**src/rtl/ram_arb_pkg.sv**
```systemverilog
// Shared types for the cpu/host ram arbiter.
// Ownership states and ram port widths.
package ram_arb_pkg;

  localparam int ADDR_W = 8;
  localparam int DATA_W = 8;

  typedef enum logic [1:0] {
    CPU_OWN,
    DRAIN,
    HOST_OWN,
    RELEASE
  } arb_state_t;

endpackage

```
**src/rtl/ram_rd_pipe.sv**
```systemverilog
// Valid shift pipe tracking host reads in flight through the ram.
// done marks the cycle ram_q holds the oldest launched read.
module ram_rd_pipe #(
  parameter int RD_LAT = 1
) (
  input  logic clk,
  input  logic rst,
  input  logic launch,
  output logic done,
  output logic busy
);

  logic [RD_LAT-1:0] vld;

  always_ff @(posedge clk or negedge rst) begin
    if (!rst) begin
      vld <= '0;
    end else begin
      vld[0] <= launch;
      for (int i = 1; i < RD_LAT; i++) begin
        vld[i] <= vld[i-1];
      end
    end
  end

  assign done = vld[RD_LAT-1];
  assign busy = |vld;

endmodule

```
**src/rtl/ram_host_arbiter.sv**
```systemverilog
// Shares the single-port ram between the cpu and a host loader.
// Host gets the ram only once the cpu sits in its await stage.
module ram_host_arbiter
  import ram_arb_pkg::*;
#(
  parameter int RD_LAT    = 1,
  parameter int DRAIN_MAX = 15
) (
  input  logic              clk,
  input  logic              rst,
  input  logic [ADDR_W-1:0] cpu_addr,
  input  logic [DATA_W-1:0] cpu_wdata,
  input  logic              cpu_rden,
  input  logic              cpu_wren,
  input  logic              cpu_await,
  output logic              cpu_halt,
  output logic              cpu_run,
  input  logic              h_req,
  output logic              h_gnt,
  input  logic              h_valid,
  input  logic              h_we,
  input  logic [ADDR_W-1:0] h_addr,
  input  logic [DATA_W-1:0] h_wdata,
  output logic [DATA_W-1:0] h_rdata,
  output logic              h_rvalid,
  output logic              drain_err,
  output logic [ADDR_W-1:0] ram_addr,
  output logic [DATA_W-1:0] ram_wdata,
  output logic              ram_rden,
  output logic              ram_wren,
  input  logic [DATA_W-1:0] ram_q
);

  localparam int CW = $clog2(DRAIN_MAX + 1);

  arb_state_t    state;
  arb_state_t    state_nx;
  logic [CW-1:0] drain_cnt;
  logic          was_running;
  logic          cpu_fwd;
  logic          launch;
  logic          rd_done;
  logic          rd_busy;

  ram_rd_pipe #(
    .RD_LAT(RD_LAT)
  ) u_rd_pipe (
    .clk   (clk),
    .rst   (rst),
    .launch(launch),
    .done  (rd_done),
    .busy  (rd_busy)
  );

  assign h_gnt    = (state == HOST_OWN);
  assign cpu_halt = (state != CPU_OWN);
  assign cpu_fwd  = (state == CPU_OWN) || (state == DRAIN);
  assign launch   = h_gnt & h_valid & ~h_we;

  always_comb begin
    state_nx = state;
    unique case (state)
      CPU_OWN: begin
        if (h_req) state_nx = cpu_await ? HOST_OWN : DRAIN;
      end
      DRAIN: begin
        if (!h_req)         state_nx = RELEASE;
        else if (cpu_await) state_nx = HOST_OWN;
      end
      HOST_OWN: begin
        if (!h_req) state_nx = RELEASE;
      end
      RELEASE: begin
        if (!rd_busy) state_nx = CPU_OWN;
      end
      default: state_nx = CPU_OWN;
    endcase
  end

  // RELEASE parks the port: cpu address, no strobes
  always_comb begin
    ram_addr  = cpu_addr;
    ram_wdata = cpu_wdata;
    ram_rden  = 1'b0;
    ram_wren  = 1'b0;
    unique case (1'b1)
      h_gnt: begin
        ram_addr  = h_addr;
        ram_wdata = h_wdata;
        ram_rden  = h_valid & ~h_we;
        ram_wren  = h_valid & h_we;
      end
      cpu_fwd: begin
        ram_rden = cpu_rden;
        ram_wren = cpu_wren;
      end
      default: ;
    endcase
  end

  always_ff @(posedge clk or negedge rst) begin
    if (!rst) begin
      state       <= CPU_OWN;
      drain_cnt   <= '0;
      drain_err   <= 1'b0;
      was_running <= 1'b0;
      cpu_run     <= 1'b0;
      h_rvalid    <= 1'b0;
      h_rdata     <= '0;
    end else begin
      state    <= state_nx;
      cpu_run  <= (state == RELEASE) && !rd_busy && was_running;
      h_rvalid <= rd_done;
      if (rd_done) h_rdata <= ram_q;
      if (state == CPU_OWN && h_req) was_running <= !cpu_await;
      if (state != DRAIN) begin
        drain_cnt <= '0;
      end else if (drain_cnt != CW'(DRAIN_MAX)) begin
        drain_cnt <= drain_cnt + CW'(1);
      end
      if (state == DRAIN && drain_cnt == CW'(DRAIN_MAX)) drain_err <= 1'b1;
    end
  end

endmodule

```
**config.mk**
```make
export PLATFORM = sky130hd
export DESIGN_NAME = ram_host_arbiter
export DESIGN_NICKNAME = d
export VERILOG_FILES = /design/src/rtl/ram_arb_pkg.sv /design/src/rtl/ram_rd_pipe.sv /design/src/rtl/ram_host_arbiter.sv
export SDC_FILE = /design/constraint.sdc
export NUM_CORES = 1
export LEC_CHECK = 0
export CORE_MARGIN = 2
export CORE_UTILIZATION = 25
export DETAILED_ROUTE_END_ITERATION = 8
export PLACE_DENSITY = 0.72
export SKIP_CTS_REPAIR_TIMING = 1
export SLEW_MARGIN = 20
export SYNTH_ARGS = -nofsm -noshare
export SYNTH_HDL_FRONTEND = slang
export SYNTH_SLANG_ARGS = --single-unit
```
**constraint.sdc**
```tcl
create_clock -name clk -period 1.8 [get_ports clk]
set_input_delay 0.27 -clock clk [delete_from_list [all_inputs] [get_ports clk]]
set_output_delay 0.27 -clock clk [all_outputs]
set_load 0.01 [all_outputs]
```
==> impl_results.md <==
* Yosys reg bits at 19
* Wirelength per Cell at 12.1 um
* Cell Pwr Density at 1290 nW/um2
* CP Capture Type: output pin
* Core Area at 4290 um2
* Clock sinks at 19
* Mapped Cells at 91
* Routed via count at 1050
* Filler cells at 425
* VDD IR max at 0.545 mV
* Tot GR Track Use at 12.0%
* Input/output buffers at 78
* Total power at 2.58 mW
* Seq/Total Area, Yosys at 43.3%
* Initial Utilization at 25.6%
* # IOs at 79
* Nets at 237
* Root buffer cell: clkbuf_8
* Final period utilization at 98.1%
* Yosys cell types at 24
* Initial antenna violation count at 0
* First-pass GRT wire length at 4770 um
* Number of antenna repair diodes at 0
* Syn_area_per_cell at 12.1 um2
* Largest net degree at the start of global routing at 20
* Antenna-violating nets left at 0
* Setup TNS at 0 ns
* Fmax at 0.566 GHz
* Die span in y at 70.3 um
* Outcome: completed
* CP startpoint kind: flip-flop
* Ratio of cells with drive above 1 in the final layout at 35.9%
* RSZ-0062 raised after global routing: yes
* CTS tree: built
* Sequential Area at 477 um2
* Synth warn at 0
* Syn Nets at 146
* Final setup violation count at 0
* Synthesized area at 1100 um2
* Vias per inst at 4.51
* Die width at 70.3 um
* Max FO, Critical Path at 9
* Initial DRC count at 20
* Final worst path period need at 1.77 ns
* Drt pass-1 iters at 4
* Final WL at 2810 um
* DP Wirelength at 2330 um
* H-tree lvl count at 1
* CTS Buffer Depth at 2
* Leak Pwr at 0.902 nW
* CTS buffer count at 3
* Residual DRC at 0
* Total gr overflow at 0
* Max-slew headroom at 72.1%
* Max Cap Viol at 0
* Clk_skew at 0.00216 ns
* Routability cong. at 0.734
* Fin util at 46.4%
* Crit path required time at 1.53 ns
* Worst Max-Slew Pin Slew at 0.419 ns
* Final Max Tran Viols at 0
* Number of global-route vias before repair at 1117
* Die area at 4940 um2
* Clock-pin slew on the worst setup and hold paths at 0.07 ns
* Worst-Skew Late Latency at 0.25 ns
* HP Class: in2async
* Critical path type: reg2out
* Multi-input logic area at 581 um2
* CP arrival at 1.50 ns
* FP Rows at 24
* Area grow syn2layout at 81.8%
* Number of failing hold endpoints at the final stage at 0
## synth_stat cells, drive strengths merged
cell type | n | area share (%)
and3b | 1 | 0.91
a211oi | 2 | 1.4
mux2 | 25 | 26
buf | 3 | 2.7
a22oi | 1 | 1.1
a31oi | 1 | 0.57
o21bai | 1 | 0.68
ha | 7 | 8.0
nand3 | 3 | 1.4
xnor2 | 1 | 0.80
a21oi | 4 | 2.2
nor3 | 1 | 0.46
nand3b | 1 | 0.68
o21ai | 5 | 2.6
dfrtp | 19 | 43
nand2 | 3 | 1.0
inv | 7 | 2.4
mux2i | 3 | 2.7
nor2 | 3 | 1.0
## power breakdown
group	switching, mW	total [mW]	internal [mW]
registers	0.0983	0.681	0.583
logic	0.652	1.61	0.953
clock network	0.133	0.290	0.157
## worst max-delay path: stages (launching register included)
cell,delay [ns]
dfrtp_1,0.39
inv_2,0.08
ha_4,0.17
buf_8,0.14
mux2_2,0.34
clkbuf_2,0.13
## cell families after synthesis
kind of cell               Yosys count  share of synthesized area, %
buffers and inverters               10                          5.13
AOI/OAI and AO/OA                   14                          8.55
adders and majority gates            7                          7.98
xor gates and xnor gates             1                         0.798
muxes                               28                          28.7
DFF                                 19                          43.3
and+or+nand+nor                     12                          5.47
## cells in the final DEF (no fill, tap or decap), drive strengths merged, types with 2 or more instances in the layout
cell           count
clkdlybuf4s50     58
buf               12
dlymetal6s2s       3
nand2              3
a211oi             2
mux2              25
nand3              3
ha                 7
dfrtp             19
inv                7
nor2               3
a21oi              4
o21ai              5
clkbuf            20
mux2i              3
## area by class of cell
class,count,area share [%]
repair buffers,89,40.2
inverters,7,1.32
flip-flops and latches,19,23.9
well taps,52,3.26
multi-input cells,62,29.1
clock buffers,4,2.26
## layer usage
layer  global-route usage (%)  vias up  share of wire [%]  wire length (um)
met4                     3.21        0               0.92                26
li1                         -      504                  -                 -
met3                     5.34        4                 13               367
met1                     15.1      471                 40              1130
met2                     18.7       71                 46              1290
met5                        0        -                  0                 0
## per-stage QoR
step | cell area, um2 | instances | hold slack (ns) | worst slack, ns
final | 1990 | 233 | 0.354 | 0.0341
after detailed placement | 2000 | 229 | 0.470 | -0.120
after global routing | 1990 | 233 | 0.379 | -0.0295
after global placement | 2000 | 229 | 0.458 | -0.111
after CTS | 2040 | 233 | 0.362 | -0.405
after floorplan | 1100 | 91 | -0.0256 | 0.123
## worst paths after layout
kind                       depth (start not counted)           end  slack, ns   startpoint
min in group clk                                   2   was_running       0.49  was_running
min                                                2      h_rvalid       0.35          rst
max in group asynchronous                          2      state[1]       1.23          rst
max                                                5  ram_wdata[6]       0.03     state[0]
min reg2reg                                        2   was_running       0.49  was_running
max reg2reg                                        7      state[0]       0.21     state[0]
## sequential cells by signal, indices dropped and copies added, names as in the netlist
register,flops
cpu_run,1
h_rvalid,1
h_rdata,8
drain_err,1
u_rd_pipe.busy,1
state,2
was_running,1
drain_cnt,4
No activity file was read; power rests on OpenSTA's default activity.
